--- src/rtl/sync_fifo_param.sv ---
// Single-clock parametrised FIFO with optional first-word-fall-through output,
// occupancy count, programmable almost flags and overflow/underflow pulses.
module sync_fifo_param #(
  parameter int DATA_W   = 8,
  parameter int DEPTH    = 16,
  parameter int FWFT     = 0,
  parameter int AF_LEVEL = DEPTH - 2,
  parameter int AE_LEVEL = 2
) (
  input  logic                       clk,
  input  logic                       rst_n,
  input  logic                       wr_en,
  input  logic [DATA_W-1:0]          din,
  input  logic                       rd_en,
  output logic [DATA_W-1:0]          dout,
  output logic                       full,
  output logic                       empty,
  output logic                       almost_full,
  output logic                       almost_empty,
  output logic [$clog2(DEPTH+1)-1:0] count,
  output logic                       overflow,
  output logic                       underflow
);

  localparam int AW = (DEPTH > 1) ? $clog2(DEPTH) : 1;
  localparam int CW = $clog2(DEPTH + 1);

  localparam logic [CW-1:0] DEPTH_C = CW'(DEPTH);
  localparam logic [CW-1:0] AF_C    = CW'(AF_LEVEL);
  localparam logic [CW-1:0] AE_C    = CW'(AE_LEVEL);

  if (DATA_W < 1) begin : g_chk_width
    $error("sync_fifo_param: DATA_W must be at least 1");
  end
  if ((DEPTH < 2) || ((DEPTH & (DEPTH - 1)) != 0)) begin : g_chk_depth
    $error("sync_fifo_param: DEPTH must be a power of two, 2 or greater");
  end
  if (AF_LEVEL > DEPTH) begin : g_chk_af
    $error("sync_fifo_param: AF_LEVEL must not exceed DEPTH");
  end
  if (AE_LEVEL >= DEPTH) begin : g_chk_ae
    $error("sync_fifo_param: AE_LEVEL must be below DEPTH");
  end

  logic [DATA_W-1:0] mem [DEPTH];
  logic [AW-1:0]     wr_ptr;
  logic [AW-1:0]     rd_ptr;
  logic              wr_acc;
  logic              rd_acc;
  logic [CW-1:0]     count_nxt;

  // Stage p0: accept decisions and next occupancy from the registered state
  always_comb begin
    wr_acc    = wr_en & ~full;
    rd_acc    = rd_en & ~empty;
    count_nxt = count;
    unique case ({wr_acc, rd_acc})
      2'b10:   count_nxt = count + CW'(1);
      2'b01:   count_nxt = count - CW'(1);
      default: count_nxt = count;
    endcase
  end

  // Stage p1: pointers, occupancy and flags registered from next-state count
  always_ff @(posedge clk or negedge rst_n) begin
    if (!rst_n) begin
      wr_ptr       <= '0;
      rd_ptr       <= '0;
      count        <= '0;
      full         <= 1'b0;
      empty        <= 1'b1;
      almost_full  <= 1'b0;
      almost_empty <= 1'b1;
      overflow     <= 1'b0;
      underflow    <= 1'b0;
    end else begin
      if (wr_acc) wr_ptr <= wr_ptr + AW'(1);
      if (rd_acc) rd_ptr <= rd_ptr + AW'(1);
      count        <= count_nxt;
      full         <= (count_nxt == DEPTH_C);
      empty        <= (count_nxt == '0);
      almost_full  <= (count_nxt >= AF_C);
      almost_empty <= (count_nxt <= AE_C);
      overflow     <= wr_en & full;
      underflow    <= rd_en & empty;
    end
  end

  always_ff @(posedge clk) begin
    if (wr_acc) mem[wr_ptr] <= din;
  end

  if (FWFT != 0) begin : g_fwft
    // Head entry shown combinationally; forced to zero while empty so reset reads 0
    assign dout = empty ? '0 : mem[rd_ptr];
  end else begin : g_std
    logic [DATA_W-1:0] dout_p1;

    always_ff @(posedge clk or negedge rst_n) begin
      if (!rst_n) begin
        dout_p1 <= '0;
      end else if (rd_acc) begin
        dout_p1 <= mem[rd_ptr];
      end
    end

    assign dout = dout_p1;
  end

endmodule

--- config.mk ---
export PLATFORM = sky130hd
export DESIGN_NAME = sync_fifo_param
export DESIGN_NICKNAME = d
export VERILOG_FILES = /design/src/rtl/sync_fifo_param.sv
export SDC_FILE = /design/constraint.sdc
export NUM_CORES = 1
export LEC_CHECK = 0
export ABC_CLOCK_PERIOD_IN_PS = 3100
export CORE_MARGIN = 4
export CORE_UTILIZATION = 59
export DETAILED_ROUTE_END_ITERATION = 8
export PLACE_DENSITY = 0.74
export SLEW_MARGIN = 10
export SYNTH_ARGS = -nofsm -noshare
export SYNTH_HDL_FRONTEND = slang
export SYNTH_SLANG_ARGS = --single-unit
--- constraint.sdc ---
create_clock -name clk -period 3.1 [get_ports clk]
set_input_delay 0.31 -clock clk [delete_from_list [all_inputs] [get_ports clk]]
set_output_delay 0.31 -clock clk [all_outputs]
set_load 0.1 [all_outputs]
== Yosys cells after proc, flatten, opt, wreduce, memory -nomap -nowiden ==
Memories as Yosys holds them, arrays and structs flattened. A register that Yosys moved wholly into a read port is not among the register bits.
Cells that the tools add are included.
Word-level totals
  register bits after elaboration: 19
  bits in latches: 0
  RAM bits: 128
  ROM bits: 0
  bits of input ports: 12
  output and inout bits: 19
  word-level logic and storage cells: 30
  memories kept: 1
Cells by class
  add/sub/neg operators: 4
  multiply operators: 0
  div/mod/pow operators: 0
  $lt $le $gt $ge: 2
  eq/ne operators: 3
  shift-type cells: 0
  mux-type cells: 3
  bitwise logic cells: 6
  reduce and logical (&&, ||, !) cells: 2
Memory list
  mem: depth 16, bits a word 8, read ports 1, clocked after memory_dff 1, wr ports 1, RTL line 45  | logic [DATA_W-1:0] mem [DEPTH];
Operators with widths (number)
  $pmux W5 S2: 1
  $add A4 B1 Y4 const B: 2
  $add A5 B1 Y5 const B: 1
  $eq A5 B5 Y1 const B: 1
  $ge A5 B4 Y1 const B: 1
  $le A5 B2 Y1 const B: 1
  $logic_not A5 Y1: 1
  $sub A5 B1 Y5 const B: 1
  $and A1 B1 Y1: 4
  $eq A2 B1 Y1 const B: 1
  $eq A2 B2 Y1 const B: 1
  $mux W1: 2
  $not A1 Y1: 2
  $logic_not A1 Y1: 1

== Logic depth before layout (Yosys ltp) ==
  word-level depth: 5
  mapped depth: 13
  depth with buffers taken out: 11

== Worst setup path before layout ==
No wires, ideal clock.
  kind: register to register
  from: register full
  to: register full
  setup time: 0.089 ns
  arrival time: 2.714 ns
  data required time: 3.011 ns
  path slack: 0.297 ns
  cell stages (with the launch flop): 13
  path buffers: 1
  period minus slack after synthesis: 2.803 ns
  cells stage by stage: dfrtp_1 -> nor2b_1 -> buf_4 -> inv_1 -> nand2_1 -> xnor2_1 -> ha_1 -> a21oi_1 -> a21boi_1 -> nor3_1 -> and3_1 -> o21bai_1 -> nor3b_1
On the way
  word-level cells in the longest chain between the ends: 5
  elaborated cells between the ends (all ways): 6
  classes of those cells: eq/ne: 3; mux: 1; bitwise: 2
RTL lines
  start: declaration: RTL line 16  | output logic full,
  start signal: assignment: RTL line 80  | full <= (count_nxt == DEPTH_C);
  $not A1 Y1 *: RTL line 54  | wr_acc = wr_en & ~full;
  $and A1 B1 Y1 *: RTL line 54
  $eq A2 B1 Y1 or $eq A2 B2 Y1 (tied branches): RTL line 57  | unique case ({wr_acc, rd_acc})
  $pmux W5 S2 *: RTL line 57
  $eq A5 B5 Y1 *: RTL line 80
Every way passes the cells marked *; elsewhere a longest branch is shown, timed or not.
A chain may end at the register's enable or synchronous reset.

== Worst setup path after layout ==
Ends and elaborated chain as after synthesis.

==> impl_metrics.py <==
metrics = {
    "outcome": {
        "status": "finished clean",
    },
    "critical_path": {
        "required_ns": 3.54,
        "r2r_slack_ns": 0.63,
        "worstSetupEndpointType": "flop",
        "critPathMaxFanout": 7,
        "path_class": "reg2reg",
        "start_kind": "flop",
        "critPathArrivalTime_ns": 2.92,
    },
    "finish": {
        "final_cells": 527,
        "antennaDiodeCount": 0,
        "fin_nets": 397,
        "drive_gt1_share_pct": 21.23,
        "final_area_sq_um": 7328,
        "fin_util_pct": 70.67,
        "fill_cells": 663,
        "area_delta_synth_final_pct": 16.42,
    },
    "floorplan": {
        "coreArea_sq_um": 10370,
        "boundaryPins": 31,
        "die_h_um": 111.3,
        "std_cell_rows": 37,
        "floorplan.die.width_um": 111.3,
        "initial_core_util_pct": 60.70,
        "die-area_sq_um": 12390,
    },
    "global_routing": {
        "grt_pass1_wl_um": 19360,
        "grt.total_usage_pct": 21.20,
        "antenna_found_initial": 0,
        "grt_pass1_vias": 3311,
        "globalRoute.totalOverflow": 0,
        "grt_max_degree": 36,
    },
    "placed_design": {
        "dp_slack_ns": 0.2646,
        "hpwl_um": 7595,
        "dpl_cell_area_sq_um": 6698,
        "port-buffer-count": 30,
        "gp_routability_congestion": 0.8196,
        "place_inst": 495,
    },
    "power_and_ir_drop": {
        "p_leak_nw": 2.560,
        "power_switching_mw": 2.836,
        "p_int_mw": 5.017,
        "power_mw": 7.853,
        "power_density_nw_per_um2": 1072,
        "sw_frac_of_total_pct": 36.11,
        "max-vdd-ir-drop_uv": 641.0,
        "clkPwrFrac_pct": 28.0,
        "power_frac_seq_pct": 37.2,
        "comb_power_share_pct": 34.9,
    },
    "run": {
        "cap_violations": 0,
    },
    "sta": {
        "fin_ws_ns": 0.6282,
        "relSlewSlack_pct": 34.12,
        "fin_setup_tns_ns": 0,
        "report.final.slew_viol_count": 0,
        "fin_skew_ns": 0.005969,
        "max_freq_mhz": 404.6,
        "period_minus_slack_ns": 2.472,
        "fin_crit_sh_pct": 79.74,
        "worst_pin_slew_ns": 0.9852,
        "hold_viol": 0,
        "setup_viol_count_final": 0,
        "rsz0062_at_grt": "no",
        "whs_ns": 0.3170,
    },
    "logic_synthesis": {
        "synth_cell_types": 38,
        "netlist_area_sq_um": 6295,
        "syn-num-nets": 356,
        "synthCells": 337,
        "synth_area_per_cell_sq_um": 18.68,
        "yosys_register_bits": 155,
        "ys_seq_area_share_pct": 71.83,
        "ys_warn_count": 0,
    },
    "clock_network": {
        "cts_tree": "yes",
        "clkLatencyLatePin_ns": 0.53,
        "cts.clk_slew.worst_paths_ns": 0.06,
        "post_cts_buffers": 0,
        "root_buffer": "clkbuf_8",
        "clkSinkCount": 155,
        "cts_buffers": 17,
        "postCtsResizedCells": 0,
        "cts.htree.levels": 4,
        "cts_max_path_buffers": 2,
        "cts_hold_buf": 0,
    },
    "drt": {
        "firstDrtPassIters": 6,
        "wl_per_cell_um": 22.89,
        "routed_wl_um": 12060,
        "ant_nets": 0,
        "dr_total_vias": 3181,
        "vias_per_cell": 6.036,
        "drc": 0,
        "drtIter0Drc": 273,
    },
    "min_path": {
        "hp-class": "in2async",
    },
}
## layout by cell type (no fill, tap or decap), drive strengths merged, types with 2 or more instances in the layout
master	n
nand2	23
a21oi	12
dfrtp	25
dfstp	2
clkinv	3
clkbuf	20
xnor2	7
buf	16
inv	5
nor3b	2
and3	2
nor2b	2
mux2i	10
nor3	10
nand4	3
clkdlybuf4s50	24
clkinvlp	4
ha	7
or3	2
and2	18
bufinv	5
nor2	5
xor2	3
o21ai	8
mux4	35
edfxtp	128
## layout make-up
class / instances / area, sq um / area share (%)
Sequential cell: 155 / 4523 / 61.72
Multi-Input combinational cell: 159 / 1625 / 22.18
Clock buffer: 20 / 435.4 / 5.942
Timing Repair Buffer: 40 / 360.3 / 4.917
Clock inverter: 12 / 195.2 / 2.663
Tap cell: 136 / 170.2 / 2.322
Inverter: 5 / 18.77 / 0.2561
## path summary, 6_finish.rpt
check                           startpoint         to  depth (start not counted)
min in group clk                     wr_en   overflow                          2
worst max-delay path                  full       full                         11
worst max register to register        full       full                         11
worst min-delay path                 rst_n  underflow                          1
worst min register to register     dout[1]    dout[1]                          2
max in group asynchronous            rst_n  rd_ptr[0]                          1
## cells by family after synthesis
group | after synthesis | synth area share, %
xor+xnor | 10 | 1.511
simple gates | 68 | 5.486
mux | 46 | 14.59
buf+inv | 23 | 2.345
flops | 155 | 71.83
fa+ha+maj | 7 | 1.391
compound gates | 28 | 2.843
## registers in the layout, indices dropped and copies added (netlist names)
register and flops:
mem 128, dout 8, count 5, rd_ptr 4, wr_ptr 4, almost_empty 1
almost_full 1, empty 1, full 1, overflow 1, underflow 1
## synth_stat cells
cell	n	area, sq um
buf_1	1	3.750
o211ai_2	1	12.51
o21bai_1	1	7.510
nand2b_1	1	6.260
a21boi_1	1	7.510
buf_12	1	20.02
and2_1	18	112.6
and3_1	2	12.51
xor2_1	2	17.52
nor3b_1	2	15.01
buf_2	3	15.01
o21ai_0	8	40.04
nand2_1	23	86.33
nor2b_1	2	12.51
dfrtp_1	25	625.6
xnor2_1	7	61.31
inv_1	5	18.77
mux2i_1	10	100.1
buf_6	2	22.52
nor3_1	10	50.05
edfxtp_1	128	3844
a21oi_1	12	60.06
ha_1	7	87.58
a31oi_1	1	6.260
or3_1	2	12.51
xor2_2	1	16.27
mux2_2	1	11.26
buf_4	7	52.55
a32oi_1	1	8.760
mux4_2	30	675.7
dfstp_2	2	52.55
nor2_1	5	18.77
o31ai_1	1	7.510
clkbuf_1	4	15.01
a211oi_4	1	20.02
a31o_1	1	8.760
mux4_1	5	131.4
nand4_1	3	18.77
## metal layers
metal | global-route usage [%] | part of all wire [%] | up-vias
met5 | 0 | 0 | -
met4 | 5.677 | 1.1 | 0
met3 | 5.240 | 6.2 | 14
met2 | 32.45 | 50 | 113
met1 | 31.05 | 43 | 1650
li1 | - | - | 1404
## power groups by stage
stage	Combinational, mW	Sequential (mW)	Clock, mW
6_report	2.74	2.92	2.20
4_1_cts	2.75	2.92	2.21
3_5_place_dp	2.72	2.96	0
3_3_place_gp	2.67	2.94	0
5_1_grt	2.90	2.97	2.33
2_1_floorplan	1.51	3.52	0
## critical path, stage by stage (launching register included)
cell      delay (ns)
dfrtp_1         0.42
nor2b_1         0.17
inv_1           0.15
nand2_1         0.18
xnor2_1         0.14
ha_1            0.21
a21oi_1         0.06
a21boi_1        0.17
nor3_1          0.38
and3_1          0.23
o21bai_1        0.10
nor3b_1         0.19
No activity file was read; power rests on OpenSTA's default activity.
==> RTL edit, RTL diff (same settings) <==
Set the parameter `FWFT` to 1 (it was 0).
--- a/src/rtl/sync_fifo_param.sv
+++ b/src/rtl/sync_fifo_param.sv
@@ -3,7 +3,7 @@
 module sync_fifo_param #(
   parameter int DATA_W   = 8,
   parameter int DEPTH    = 16,
-  parameter int FWFT     = 0,
+  parameter int FWFT     = 1,
   parameter int AF_LEVEL = DEPTH - 2,
   parameter int AE_LEVEL = 2
 ) (
Formal check against the unedited RTL: not equivalent (Yosys sat finds a counterexample within 4 cycles, from zero or initial values and one cycle with rst_n low).
==> RTL edit against the original RTL <==
- cell area down 4.0%
- worst setup slack worse by 450 ps
- register-to-register slack lost 98 ps
- cell count is 8.5% lower
- non-clock buffer count is 3 lower
- synthesized area shrank 5.1%
- critical path depth down 6
- wire length shrank 5.5%
- sequential cell count is 8 lower
- via count down 10%
- synthesized cell count fell by 13%
Power is not shown: default switching activity piles up to over one toggle a cycle in this logic, so the estimate is an artifact.
==> RTL edit: results (changes against the original RTL) <==
Final layout
  – Multi-input gate area: 1550 µm² (was 1630 µm²)
  – Logic inverters: 6 (was 5)
  – # diodes: 0 (unchanged)
  – Data buffer area share: 6.15% (was 4.92%)
  – Multi-In Gates: 127 (was 159)
  – Fraction of area in registers: 61.5% (was 61.7%)
  – Total Nets Final: 357 (was 397)
  – # fillers: 625 (was 663)
  – Number of non-clock buffers: 37 (was 40)
  – Ratio of cells with drive above 1 in the final layout: 26.6% (was 21.2%)
  – Clock buffers: 21 (was 20)
  – Final clock-cell share: 7.70% (was 8.61%)

Timing
  – Worst Tran Pin Value: 984 ps (was 985 ps)
  – Clk_skew: 7.58 ps (was 5.97 ps)

GRT
  – GRT Total Usage: 22.1% (was 21.2%)
  – First-pass GRT wire length: 17.8 mm (was 19.4 mm)
  – Vias in the first global route: 2970 (was 3311)

Critical path
  – CP max FO: 35 (was 7)
  – Arr. time, crit path: 2610 ps (was 2920 ps)
  – Largest delay contributor family on the critical path: multiplexers (was simple AND/OR/NAND/NOR gates)
  – CP max stage delay: 590 ps (was 420 ps)
  – Critical-path cell with the highest stage delay: mux4_2 (was dfrtp_1)

Logic synthesis
  – Synth Net Count: 315 (was 356)
  – Post-synth ARST share: 12.9% (was 17.4%)
  – Post-synth cell types: 35 (was 38)
  – Register area share after synthesis: 72.4% (was 71.8%)
  – Commonest cells in the netlist: 128 x edfxtp_1, 40 x mux4_2, 18 x and2_1, 17 x dfrtp_1, 12 x nor2b_1 (was 128 x edfxtp_1, 30 x mux4_2, 25 x dfrtp_1, 23 x nand2_1, 18 x and2_1)
  – Ranking of synthesized cells by area: edfxtp_1 64%, mux4_2 15%, dfrtp_1 7.1%, and2_1 1.9%, ha_1 1.9% (was edfxtp_1 61%, mux4_2 11%, dfrtp_1 9.9%, mux4_1 2.1%, and2_1 1.8%)

Detailed routing
  – DR WL met2: 5.85 mm (was 6.01 mm)
  – Routed wire per std cell: 23.7 µm (was 22.9 µm)
  – Met3 WL: 859 µm (was 750 µm)
  – First-pass detailed-route iteration total: 5 (was 6)
  – Wire length on met1: 4.55 mm (was 5.17 mm)
  – Via Count: 2849 (was 3181)
  – Uppermost layer routed: met4 (unchanged)
  – Detailed Route Iter0 Violations: 206 (was 273)

Worst hold path
  – HP Class: in2async (unchanged)

Clocking
  – Clock sink count: 147 (was 155)
  – CTS root buffer: clkbuf_8 (unchanged)
  – PostCTS Resize Cnt: 0 (unchanged)
  – Clock Path Buffers: 2 (unchanged)
  – H-tree levels: 4 (unchanged)

Place
  – DP HPWL: 6.92 mm (was 7.59 mm)
  – Port bufs: 30 (unchanged)
  – Final GP Congestion: 0.779 (was 0.820)

Status
  – Outcome: completed (unchanged)
RTL edit: cell types whose count changed in the layout (fill, tap and decap cells not counted), moves of 10 or more:
cell / change
nand2_1: -18
a21oi_1: -10
mux4_2: +10
nor2b_1: +10
RTL edit: cell families (layout without fill, tap and decap cells):
logic type,count (synthesis),after routing,synth area share (%)
compound gates,13,13,1.59
simple gates,51,51,5.20
mux,43,43,15.6
fa+ha+maj,9,9,1.89
flops,147,147,72.4
xor+xnor,11,11,1.61
buf+inv,20,75,1.72
RTL edit: path summary, 6_finish.rpt:
| check | start | end | slack, ps | depth (start not counted) |
|---|---|---|---|---|
| worst max-delay path | rd_ptr[0] | dout[5] | 180 | 5 |
| worst max register to register | full | almost_empty | 530 | 10 |
| max in group asynchronous | rst_n | full | 2150 | 1 |
| worst min register to register | full | overflow | 530 | 1 |
| min in group clk | wr_en | overflow | 390 | 2 |
| worst min-delay path | rst_n | underflow | 310 | 1 |
RTL edit: worst register-to-register path, stage by stage, from the launching register on:
cell and delay [ps]:
dfrtp_2 410, nor2b_1 180, inv_1 110, ha_1 290
xor2_1 190, ha_1 230, a21oi_1 160, mux2i_1 230
xor2_1 200, inv_1 90, a2111oi_0 360
RTL edit: stage by stage:
stage / worst slack (ps) / std cells / area [µm²] / hold WS (ps) / util, %
after floorplan: 78.2 / 294 / 5970 / 14.4 / -
after global placement: 230 / 450 / 6490 / 507 / 66.1
after detailed placement: 107 / 450 / 6490 / 505 / 66.1
after CTS: 144 / 482 / 7030 / 316 / 71.6
after global routing: 51.4 / 482 / 7030 / 350 / 71.6
final: 177 / 482 / 7030 / 306 / 71.6
RTL edit: routing by layer:
metal  vias to the layer above  track usage (%)
met5                         -                0
met4                         0             6.49
met3                        11             6.75
met2                       102             35.0
met1                      1469             30.1
li1                       1267                -
